File: src/rtl/cla_addsub_pipe.sv
// rtl/cla_addsub_pipe.sv - pipelined carry-lookahead adder/subtractor with ALU status flags
module cla_addsub_pipe #(
    parameter int WIDTH            = 16,
    parameter int GROUPS_PER_STAGE = 1
) (
    input  logic             clk,
    input  logic             reset,
    input  logic             in_valid,
    output logic             in_ready,
    input  logic [WIDTH-1:0] a,
    input  logic [WIDTH-1:0] b,
    input  logic [1:0]       op,
    input  logic             cin,
    output logic             out_valid,
    input  logic             out_ready,
    output logic [WIDTH-1:0] sum,
    output logic             cout,
    output logic             ovf,
    output logic             zero,
    output logic             neg
);
    localparam int SW = 4 * GROUPS_PER_STAGE;
    localparam int L  = WIDTH / SW;

    logic             adv;
    logic [WIDTH-1:0] b_x;
    logic             c0;
    logic             msbc_q;

    // returns {carry_out, sum[3:0]} of one 4-bit lookahead group
    function automatic logic [4:0] cla4(input logic [3:0] x, input logic [3:0] y, input logic ci);
        logic [3:0] g;
        logic [3:0] p;
        logic [4:0] c;
        g    = x & y;
        p    = x ^ y;
        c[0] = ci;
        c[1] = g[0] | (p[0] & c[0]);
        c[2] = g[1] | (p[1] & g[0]) | (p[1] & p[0] & c[0]);
        c[3] = g[2] | (p[2] & g[1]) | (p[2] & p[1] & g[0]) | (p[2] & p[1] & p[0] & c[0]);
        c[4] = g[3] | (p[3] & g[2]) | (p[3] & p[2] & g[1]) | (p[3] & p[2] & p[1] & g[0])
             | (p[3] & p[2] & p[1] & p[0] & c[0]);
        return {c[4], p ^ c[3:0]};
    endfunction

    assign adv      = ~out_valid | out_ready;
    assign in_ready = adv;
    assign b_x      = op[0] ? ~b : b;
    assign c0       = (op == 2'b00) ? 1'b0 : (op == 2'b01) ? 1'b1 : cin;

    for (genvar k = 0; k < L; k++) begin : g_stage
        localparam int LO = k * SW;
        localparam int RW = WIDTH - LO;

        logic [RW-1:0]    ra;
        logic [RW-1:0]    rb;
        logic             ci;
        logic             vi;
        logic [SW-1:0]    ps;
        logic             c_d;
        logic [LO+SW-1:0] s_d;
        logic [LO+SW-1:0] s_q;
        logic             v_q;
        logic             c_q;

        // ra/rb hold only the operand bits not yet consumed, shifted down to bit 0
        if (k == 0) begin : g_head
            assign ra  = a;
            assign rb  = b_x;
            assign ci  = c0;
            assign vi  = in_valid;
            assign s_d = ps;
        end else begin : g_body
            assign ra  = g_stage[k-1].g_fwd.a_q;
            assign rb  = g_stage[k-1].g_fwd.b_q;
            assign ci  = g_stage[k-1].c_q;
            assign vi  = g_stage[k-1].v_q;
            assign s_d = {ps, g_stage[k-1].s_q};
        end

        always_comb begin : eval
            logic       c;
            logic [4:0] r;
            c  = ci;
            r  = '0;
            ps = '0;
            for (int g = 0; g < GROUPS_PER_STAGE; g++) begin
                r             = cla4(ra[4*g +: 4], rb[4*g +: 4], c);
                ps[4*g +: 4]  = r[3:0];
                c             = r[4];
            end
            c_d = c;
        end

        always_ff @(posedge clk) begin
            if (reset) begin
                v_q <= 1'b0;
                c_q <= 1'b0;
                s_q <= '0;
            end else if (adv) begin
                v_q <= vi;
                c_q <= c_d;
                s_q <= s_d;
            end
        end

        if (k < L - 1) begin : g_fwd
            logic [RW-SW-1:0] a_q;
            logic [RW-SW-1:0] b_q;
            always_ff @(posedge clk) begin
                if (reset) begin
                    a_q <= '0;
                    b_q <= '0;
                end else if (adv) begin
                    a_q <= ra[RW-1:SW];
                    b_q <= rb[RW-1:SW];
                end
            end
        end else begin : g_tail
            // carry into the MSB recovered from its sum bit: s = a ^ b ^ c_in
            always_ff @(posedge clk) begin
                if (reset) begin
                    msbc_q <= 1'b0;
                end else if (adv) begin
                    msbc_q <= ps[SW-1] ^ ra[SW-1] ^ rb[SW-1];
                end
            end
        end
    end

    assign out_valid = g_stage[L-1].v_q;
    assign sum       = g_stage[L-1].s_q;
    assign cout      = g_stage[L-1].c_q;
    assign ovf       = msbc_q ^ cout;
    assign zero      = ~|sum;
    assign neg       = sum[WIDTH-1];

endmodule

File: config.mk
export PLATFORM = sky130hd
export DESIGN_NAME = cla_addsub_pipe
export DESIGN_NICKNAME = d
export VERILOG_FILES = /design/src/rtl/cla_addsub_pipe.sv
export SDC_FILE = /design/constraint.sdc
export NUM_CORES = 1
export LEC_CHECK = 0
export CORE_ASPECT_RATIO = 1.75
export CORE_MARGIN = 1
export CORE_UTILIZATION = 50
export CTS_CLUSTER_SIZE = 20
export DETAILED_ROUTE_END_ITERATION = 6
export GPL_TIMING_DRIVEN = 0
export PLACE_DENSITY_LB_ADDON = 0.3
export SETUP_SLACK_MARGIN = 0.15
export SLEW_MARGIN = 20
export SYNTH_ARGS = -nofsm -noshare
export SYNTH_HDL_FRONTEND = slang
export SYNTH_SLANG_ARGS = --single-unit
File: constraint.sdc
create_clock -name clk -period 2 [get_ports clk]
set_clock_uncertainty 0.05 [all_clocks]
set_input_delay 0.3 -clock clk [delete_from_list [all_inputs] [get_ports clk]]
set_output_delay 0.3 -clock clk [all_outputs]
set_load 0.01 [all_outputs]
Word level (Yosys, flattened, before mapping)
Cells that the tools add are included.
{"block": "op_classes", "n_eq_ne": 1, "n_mux": 3, "bitwise_logic": 122, "reduce_logical": 3}
{"operator": "$and A1 B1 Y1", "n": 64}
{"operator": "$or A1 B1 Y1", "n": 41}
{"operator": "$xor A4 B4 Y4", "n": 8}
{"operator": "$and A4 B4 Y4", "n": 4}
{"operator": "$mux W16", "n": 1}
{"operator": "$not A16 Y16", "n": 1}
{"operator": "$reduce_or A16 Y1", "n": 1}
{"operator": "$xor A1 B1 Y1", "n": 3}
{"operator": "$eq A2 B1 Y1 const B", "n": 1}
{"operator": "$logic_not A2 Y1", "n": 1}
{"operator": "$mux W1", "n": 2}
{"operator": "$logic_not A1 Y1", "n": 1}
{"operator": "$not A1 Y1", "n": 1}
{"block": "word_totals", "reg_bits": 97, "inputBits": 39, "out_inout_bits": 22, "elab_cells": 148}

Longest topological paths before layout
Gate-level depths: netlist of run 1.
{"block": "logic_depth", "word_depth": 8, "depth_mapped": 8, "depth_no_buf": 6}

Worst setup path after synthesis of run 1
OpenSTA, ideal clock, no wires.
{"block": "synth_path", "path_kind": "input to register", "start": "input op[0]", "end": "register g_stage[0].c_q", "setup_ps": 122, "arrival_time_ps": 1564, "required_time_ps": 1828, "setup_slack_ps": 264, "path_stages": 8, "path_buffers": 2, "cell_sequence": "buf_4 -> buf_4 -> xor2_1 -> ha_1 -> a21oi_1 -> o21ai_2 -> a21oi_1 -> o22ai_1"}
{"block": "synth_via", "elab_chain_len": 7, "word_cells_on_any_way": 18, "classes_between": "eq/ne (1); mux (3); bitwise (13); reduce/logical (1)"}
{"element": "start, declared", "line_no": "12", "text": "input logic [1:0] op,"}
{"element": "$mux W16", "line_no": "48", "text": "assign b_x = op[0] ? ~b : b;"}
{"element": "$xor A4 B4 Y4 / $and A4 B4 Y4 (equally long branches)", "line_no": "36, 35"}
{"element": "$and A1 B1 Y1 (on tied branches)", "line_no": "41, 42"}
{"element": "$or A1 B1 Y1, or another cell as far along (2 in a row)", "line_no": "41", "text": "c[4] = g[3] | (p[3] & g[2]) | (p[3] & p[2] & g[1]) | (p[3] & p[2] & p[1] & g[0])"}
{"element": "$or A1 B1 Y1 / $and A1 B1 Y1 (equally long branches)", "line_no": "41, 42"}
{"element": "$or A1 B1 Y1 *", "line_no": "42", "text": "| (p[3] & p[2] & p[1] & p[0] & c[0]);"}
{"element": "end signal, assigned", "line_no": "98", "text": "c_q <= 1'b0;"}
{"element": "end signal, assigned", "line_no": "102", "text": "c_q <= c_d;"}
{"element": "end, declared", "line_no": "64", "text": "logic c_q;"}
Every way passes the cells marked *; elsewhere a longest branch is shown, timed or not.
A chain may end at the register's enable or synchronous reset.

Worst setup path in the final report of run 1
{"block": "layout_path", "start": "register g_stage[3].v_q (netlist: out_valid)", "end": "output in_ready"}
{"block": "layout_via", "elab_chain_len": 2}
{"element": "start, declared", "line_no": "63", "text": "logic v_q;"}
{"element": "start signal, assigned", "line_no": "101", "text": "v_q <= vi;"}
{"element": "$not A1 Y1", "line_no": "46", "text": "assign adv = ~out_valid | out_ready;"}
{"element": "$or A1 B1 Y1", "line_no": "46"}
{"element": "end, declared", "line_no": "9", "text": "output logic in_ready,"}
Every way passes these cells.

==> flow_summary.toml, run 1 <==
[floorplanning]
die_w_um = 71.8
rows = 44
die_area_um2 = 8920
io_pins = 61
initial_core_util = 0.517
coreArea_um2 = 8260
fp.dieH_um = 124

[global_route]
grt_max_degree = 16
grt_overflow = 0
grtUsageTotal = 0.249
grt_pass1_vias = 3589
grt_pass1_wl_mm = 16.6
antenna_found_initial = 0

[clock_network]
insertion_delay_ps = 340
root_buffer = "clkbuf_16"
clk_pin_slew_worst_paths_ps = 60
cts_hold_buf = 0
cts_max_level = 3
cts_buffers = 9
cts_tree = "built"
cts_sinks = 97
cts_buffer_depth = 2

[sta]
rsz0062_at_grt = "yes"
fin_setup_tns_ps = 0
setup_viol = 0
fmax_mhz = 555
slew_headroom = 0.661
finalHoldViolCount = 0
setup_ws_ps = 197
period_needed_ps = 1800
finalCritPeriodShare = 0.902
worstMarginPinSlew_ps = 508
drv_slew = 0

[logic_synthesis]
ys_ff_latch = 97
syn_inst = 498
syn_avg_cell_area_um2 = 8.56
synth-edff-count = 0
synth_ff_type = "dfxtp_1"
ys_async_sr_fraction = 0
ys_warn_count = 0
syn_area_um2 = 4270
synth_cell_type_count = 40
synth-seq-area-share = 0.455
synth_nets = 557

[status]
status = "finished clean"

[setup_path]
r2r-start = "g_stage[2].g_fwd.a_q[0]"
cp-startpoint = "out_valid"
startpoint_type = "flop"
critPathCaptureType = "output port"
path_class = "reg -> out"
worstPathRequired_ps = 1650
critPathArrivalTime_ps = 1450
critPathMaxFanout = 10

[power]
p_leak_nw = 2.17
pwr_density_cell_nw_per_um2 = 854
max-vdd-ir-drop_mv = 0.702

[detailed_routing]
drt-total-wl_mm = 10.5
avgRoutedWirePerCell_um = 15.7
ant_nets = 0
drtIter0Drc = 235
post-route-drc-count = 0
vias = 3731
drt_pre_antenna_iters = 5
viasPerCell = 5.59

[run]
drv_cap = 0

[place]
hpwl_mm = 7.62
dpl_cell_area_um2 = 4960
place.gp.congestion = 0.909
portBuffers = 58
place_ws_ps = -321

[final_layout]
fillers = 690
area.sequential_um2 = 1940
layout_commonest_cell = "nand2_1"
multiInputGateArea_um2 = 2120
n_antenna_cell = 0
nets = 630
layout_common_cells = "nand2_1, dfxtp_1, a21oi_1"
drive_gt1_frac = 0.127
fin_area_um2 = 5370
area_delta_synth_final_pct = 26.0

[worst_hold_path]
min_path_type = "in -> reg"
holdCritStartpoint = "op[0]"
-- metrics by stage --
step	power, mW	hold slack (ps)	util	std cells
3_3_place_gp	2.72	390	0.601	648
6_report	4.59	296	0.651	668
3_5_place_dp	2.75	395	0.601	648
2_1_floorplan	2.52	382	-	498
5_1_grt	4.77	318	0.651	668
4_1_cts	4.60	299	0.645	664
-- synth_stat cells, drive strengths merged (4+ instances only) --
master / count / area, um^2
nand2: 140 / 526
dfxtp: 97 / 1940
a21oi: 78 / 398
buf: 29 / 181
nor2: 21 / 78.8
xnor2: 19 / 166
a211oi: 17 / 173
ha: 16 / 200
nand3: 11 / 55.1
o21ai: 9 / 48.8
clkbuf: 7 / 26.3
inv: 6 / 25.0
xor2: 6 / 52.6
nor4b: 5 / 43.8
fa: 4 / 80.1
nand3b: 4 / 30.0
nor3: 4 / 20.0
nor4: 4 / 25.0
-- per-layer routing --
metal,global-route usage,wire length (um),up-vias
met2,0.462,5580,131
met3,0.0396,437,33
met4,0.150,458,0
li1,-,-,1834
met1,0.259,4040,1733
met5,0,0,-
-- state kept, by name, indices dropped and copies added (netlist names) --
register           flops
g_stage.c_q            3
out_valid              1
g_stage.v_q            3
cout                   1
g_stage.g_fwd.a_q     24
g_stage.g_fwd.b_q     24
g_stage.s_q           24
sum                   16
msbc_q                 1
-- cell families after synthesis --
| family | count (synthesis) | synth area share |
|---|---|---|
| fa+ha+maj | 20 | 0.0657 |
| simple gates | 194 | 0.192 |
| buf+inv | 42 | 0.0546 |
| mux | 2 | 0.00557 |
| compound gates | 118 | 0.175 |
| flops | 97 | 0.455 |
| xor+xnor | 25 | 0.0513 |
-- what timing repair did --
| action | CTS | global route |
|---|---|---|
| pin swaps | 2 | 1 |
| setup endpoints to repair | 2 | 2 |
| gates cloned | 0 | 0 |
| buffers inserted | 0 | 4 |
| resized for setup | 15 | 4 |
-- critical path, stage by stage, from the launching register on --
cell and delay (ps):
dfxtp_1 320, nor2b_2 150, buf_6 160, inv_8 50
buf_12 140, buf_12 150, buf_6 120
-- final cells by class --
| type | count | area share |
|---|---|---|
| Inverter | 6 | 0.00559 |
| Multi-Input combinational cell | 359 | 0.395 |
| Timing Repair Buffer | 62 | 0.114 |
| Tap cell | 92 | 0.0214 |
| Buffer | 36 | 0.0419 |
| Clock inverter | 5 | 0.0144 |
| Sequential cell | 97 | 0.361 |
| Clock buffer | 11 | 0.0470 |
-- worst paths after layout --
kind              cells after the start                        to  slack (ps)
setup / recovery                      6                  in_ready         200
hold / removal                        3  g_stage[0].g_fwd.b_q[11]         300
setup reg to reg                      5                    msbc_q         350
hold reg to reg                       2         g_stage[2].s_q[1]         400
-- power by group --
group	switching [mW]	leakage, nW	internal, mW
clock network	0.707	0.162	1.16
registers	0.0893	0.797	2.06
logic	0.278	1.21	0.294
Power figures use the tool's default switching activity.
==> run 2: changes to the inputs <==
--- a/config.mk
+++ b/config.mk
@@ -11,7 +11,7 @@
 export CTS_CLUSTER_SIZE = 20
 export DETAILED_ROUTE_END_ITERATION = 6
 export GPL_TIMING_DRIVEN = 0
-export PLACE_DENSITY_LB_ADDON = 0.3
+export PLACE_DENSITY_LB_ADDON = 0.08
 export SETUP_SLACK_MARGIN = 0.15
 export SLEW_MARGIN = 20
 export SYNTH_ARGS = -nofsm -noshare
==> run 2 against run 1 <==
- sequential power hardly changed
- non-clock buffer count increased by 3
- total power decreased by 3.5%
- combinational power shrank 1%
- flip-flop and latch count unchanged
- count of clock-buffer cells in the layout is the same
- setup slack worse by 8.2 ps
- utilization fell by 0.27 points
- sequential share of layout area up 0.15 points
- critical path depth rose by 1
- critical endpoint unchanged
- clock power is 8% lower
- final cell count is 0.45% higher
==> flow_summary.toml, run 2 (synthesis gave the netlist of run 1 again) <==
[status]
status = "finished clean"

[detailed_routing]
post-route-drc-count = 0
avgRoutedWirePerCell_um = 15.8
ant_nets = 0
vias = 3700
drt-total-wl_mm = 10.6
viasPerCell = 5.51
drtIter0Drc = 199
drt_pre_antenna_iters = 4

[power]
pwr_density_cell_nw_per_um2 = 828
max-vdd-ir-drop_mv = 0.550
p_leak_nw = 2.15
p_total_mw = 4.43

[global_route]
grt_max_degree = 16
antenna_found_initial = 0
grt_overflow = 0
grtUsageTotal = 0.256
grt_pass1_wl_mm = 17.1
grt_pass1_vias = 3667

[setup_path]
r2r-start = "g_stage[2].g_fwd.a_q[0]"
startpoint_type = "input pin"
path_class = "in -> out"
slowest_stage = "clkdlybuf4s50_1"
critPathCaptureType = "output port"
critPathMaxFanout = 10
r2r-end = "sum[15]"
rr_worst_depth = 5
worstPathRequired_ps = 1650
cpPeakStageDelay_ps = 420
crit_chain = "clkdlybuf4s50_1 -> nor2b_2 -> buf_6 -> inv_8 -> buf_12 -> buf_12 -> buf_6"
reg2reg_slack_ps = 260
critPathArrivalTime_ps = 1460

[sta]
setup_viol = 0
drv_slew = 0
fmax_mhz = 552
period_needed_ps = 1810
worstMarginPinSlew_ps = 557
finalCritPeriodShare = 0.906
rsz0062_at_grt = "no"
finalHoldViolCount = 0
fin_setup_tns_ps = 0
slew_headroom = 0.629

[floorplanning]
rows = 44
io_pins = 61
initial_core_util = 0.517
coreArea_um2 = 8260
fp.dieH_um = 124
die_area_um2 = 8920
die_w_um = 71.8

[worst_hold_path]
holdCritStartpoint = "op[0]"
min_path_type = "in -> reg"
hold_depth = 3
holdPathEnd = "g_stage[0].g_fwd.b_q[11]"

[final_layout]
layout_common_cells = "nand2_1, dfxtp_1, a21oi_1"
reg.largest.list = "g_stage.g_fwd.a_q (24), g_stage.g_fwd.b_q (24), g_stage.s_q (24)"
n_antenna_cell = 0
utilization = 0.648
nets = 633
drive_gt1_frac = 0.131
area_delta_synth_final_pct = 25.5
layout_commonest_cell = "nand2_1"

[place]
portBuffers = 58
place.gp.congestion = 0.903
hpwl_mm = 7.80

[clock_network]
cts_tree = "built"
cts_buffers = 9
cts_sinks = 97
clk_pin_slew_worst_paths_ps = 70
insertion_delay_ps = 340
cts_buffer_depth = 2
root_buffer = "clkbuf_16"
cts_max_level = 3

[run]
drv_cap = 0
## run 2: worst max-delay path, delay by kind of cell
| kind | cells | cell delay, ps |
|---|---|---|
| buffers and inverters | 6 | 1010 |
| and+or+nand+nor | 1 | 140 |
## run 2: metrics by stage
step | hold WS, ps | setup slack, ps | cells | area (um^2)
after global routing | 330 | 150 | 671 | 5350
final | 302 | 188 | 671 | 5350
after global placement | 390 | -315 | 648 | 4960
after CTS | 309 | 126 | 664 | 5290
after detailed placement | 397 | -320 | 648 | 4960
after floorplan | 382 | 264 | 498 | 4270
## run 2: metal layers
layer  vias to the layer above  share of wire  global-route usage
li1                       1832              -                   -
met1                      1739           0.39               0.282
met2                       107           0.54               0.470
met3                        22          0.039              0.0510
met4                         0          0.030               0.112
met5                         -              0                   0
## run 2: layout make-up
type,count,area [um^2]
fillers,764,2910
multi-input cells,359,2110
flip-flops and latches,97,1940
repair buffers,65,629
clock buffers,11,243
plain buffers,36,225
well taps,92,115
clock inverters,5,55.1
inverters,6,30.0
## run 2: worst max path at each step
| stage | start | cells after the start | endpoint |
|---|---|---|---|
| 3_5_place_dp | out_ready | 7 | in_ready |
| 6_report | out_ready | 7 | in_ready |
| 4_1_cts | out_ready | 7 | in_ready |
| 2_1_floorplan | op[0] | 8 | g_stage[0].c_q |
| 3_3_place_gp | out_ready | 7 | in_ready |
| 5_1_grt | out_ready | 7 | in_ready |
## run 2: report_power, final
part	internal, mW	switching (mW)
Sequential	2.06	0.0873
Clock	0.999	0.718
Combinational	0.290	0.274
Total	3.35	1.08
## run 2: what timing repair did
action | 4_1_cts | 5_1_grt
endpoints found under the setup margin | 2 | 2
cloned | 0 | 0
hold buffers | 0 | 0
resized for setup | 14 | 4
buffers inserted | 0 | 7
pin swaps | 1 | 2
==> run 3: changes to the inputs <==
--- a/config.mk
+++ b/config.mk
@@ -7,8 +7,8 @@
 export LEC_CHECK = 0
 export CORE_ASPECT_RATIO = 1.75
 export CORE_MARGIN = 1
-export CORE_UTILIZATION = 50
-export CTS_CLUSTER_SIZE = 20
+export CORE_UTILIZATION = 35
+export CTS_CLUSTER_SIZE = 30
 export DETAILED_ROUTE_END_ITERATION = 6
 export GPL_TIMING_DRIVEN = 0
 export PLACE_DENSITY_LB_ADDON = 0.08
==> run 3 against run 2 <==
- setup slack got worse by 7.5 ps
- maximum frequency fell by 0.41%
- hold slack improved by 1.7 ps
- via count fell by 2.5%
- die area rose by 42%
- critical endpoint unchanged
==> flow_summary.toml, run 3 (synthesis gave the netlist of run 1 again) <==
[status]
status = "finished clean"

[floorplanning]
coreArea_um2 = 11900
rows = 53
die_area_um2 = 12600
initial_core_util = 0.357
io_pins = 61
die_w_um = 85.5
fp.dieH_um = 148

[detailed_routing]
vias = 3609
post-route-drc-count = 0
avgRoutedWirePerCell_um = 15.7
drt_pre_antenna_iters = 6
drtIter0Drc = 221
drt-total-wl_mm = 11.2
ant_nets = 0
viasPerCell = 5.07

[place]
dp_cells = 693
portBuffers = 58
place.gp.congestion = 0.784
hpwl_mm = 8.39
dpl_cell_area_um2 = 5020
place_ws_ps = -367

[sta]
period_needed_ps = 1820
finalCritPeriodShare = 0.910
worstMarginPinSlew_ps = 531
finalHoldViolCount = 0
drv_slew = 0
slew_headroom = 0.646
setup_ws_ps = 181
rsz0062_at_grt = "yes"
setup_viol = 0
fmax_mhz = 550

[global_route]
grt_overflow = 0
grt_pass1_vias = 3395
grtUsageTotal = 0.185
met1_usage = 0.215
grt_util_met2 = 0.334
busiest_layer = "met2"
grt_pass1_wl_mm = 17.6
antenna_found_initial = 0
grt_max_degree = 16
global_route.usage.met3 = 0.0235

[setup_path]
critPathArrivalTime_ps = 1470
cpPeakStageDelay_ps = 340
critPathMaxFanout = 10
rr_worst_depth = 5
slowest_stage = "dfxtp_1"
critPathCaptureType = "output port"
startpoint_type = "flop"
worstPathRequired_ps = 1650
crit_chain = "nor2b_4 -> buf_6 -> inv_8 -> buf_12 -> buf_12 -> buf_6"
path_class = "reg -> out"

[worst_hold_path]
min_path_type = "in -> reg"
hold_depth = 3

[final_layout]
utilization = 0.449
area_delta_synth_final_pct = 25.8
nets = 630
fin_area_um2 = 5370
n_antenna_cell = 0
area.sequential_um2 = 1940
drive_gt1_frac = 0.123
layout_common_cells = "nand2_1, dfxtp_1, a21oi_1"
layout_commonest_cell = "nand2_1"
multiInputGateArea_um2 = 2130
reg.largest.list = "g_stage.g_fwd.a_q (24), g_stage.g_fwd.b_q (24), g_stage.s_q (24)"
instances_no_fill = 712
fillers = 1230

[clock_network]
cts_hold_buf = 0
cts_buffer_depth = 2
cts_sinks = 97
clk_pin_slew_worst_paths_ps = 70
insertion_delay_ps = 340
cts_buffers = 9
root_buffer = "clkbuf_16"
cts_max_level = 3
cts_tree = "built"

[power]
p_total_mw = 4.30
p_leak_nw = 2.15
combPwrFrac = 0.131
p_sw_mw = 1.10
seqPwrFrac = 0.501
p_sw_frac = 0.257
clockPowerShare = 0.368
internal_power_mw = 3.19
pwr_density_cell_nw_per_um2 = 801
max-vdd-ir-drop_mv = 0.386

[run]
drv_cap = 0
## run 3: layer usage
layer,up-vias,part of all wire
li1,1828,-
met1,1687,0.41
met2,75,0.53
met3,19,0.028
met5,-,0
met4,0,0.029
## run 3: worst paths after layout
| check | start | end | slack [ps] |
|---|---|---|---|
| min reg2reg | g_stage[2].s_q[5] | g_stage[2].s_q[5] | 400 |
| max reg2reg | g_stage[2].g_fwd.a_q[0] | msbc_q | 340 |
| min | op[0] | g_stage[0].g_fwd.b_q[11] | 300 |
| max | out_valid | in_ready | 180 |
## run 3: layout make-up
cell class	count	share of cell area
plain buffers	36	0.0420
clock buffers	11	0.0434
clock inverters	4	0.00560
inverters	6	0.00560
multi-input cells	359	0.396
flip-flops and latches	97	0.362
well taps	137	0.0319
repair buffers	62	0.113
## run 3: what timing repair did
item | in CTS | in global routing
buffers inserted | 0 | 4
resized for setup | 16 | 6
endpoints found under the setup margin | 2 | 3
pin swaps | 1 | 1
## run 3: power groups by stage
stage / registers [mW] / clock network [mW] / logic (mW)
3_3_place_gp: 2.19 / 0 / 0.553
2_1_floorplan: 2.17 / 0 / 0.350
5_1_grt: 2.17 / 1.70 / 0.631
3_5_place_dp: 2.20 / 0 / 0.565
4_1_cts: 2.15 / 1.61 / 0.569
6_report: 2.15 / 1.58 / 0.564
## run 3: worst max-delay path: cells and delay by family, from the launching register on
| kind | cells | cell delay [ps] |
|---|---|---|
| buf+inv | 5 | 630 |
| flops | 1 | 340 |
| simple gates | 1 | 140 |
## run 3: metrics by stage
step           hold WS (ps)  setup TNS (ps)
2_1_floorplan           382               0
3_3_place_gp            392            -367
3_5_place_dp            395            -367
4_1_cts                 314               0
5_1_grt                 333               0
6_report                304               0
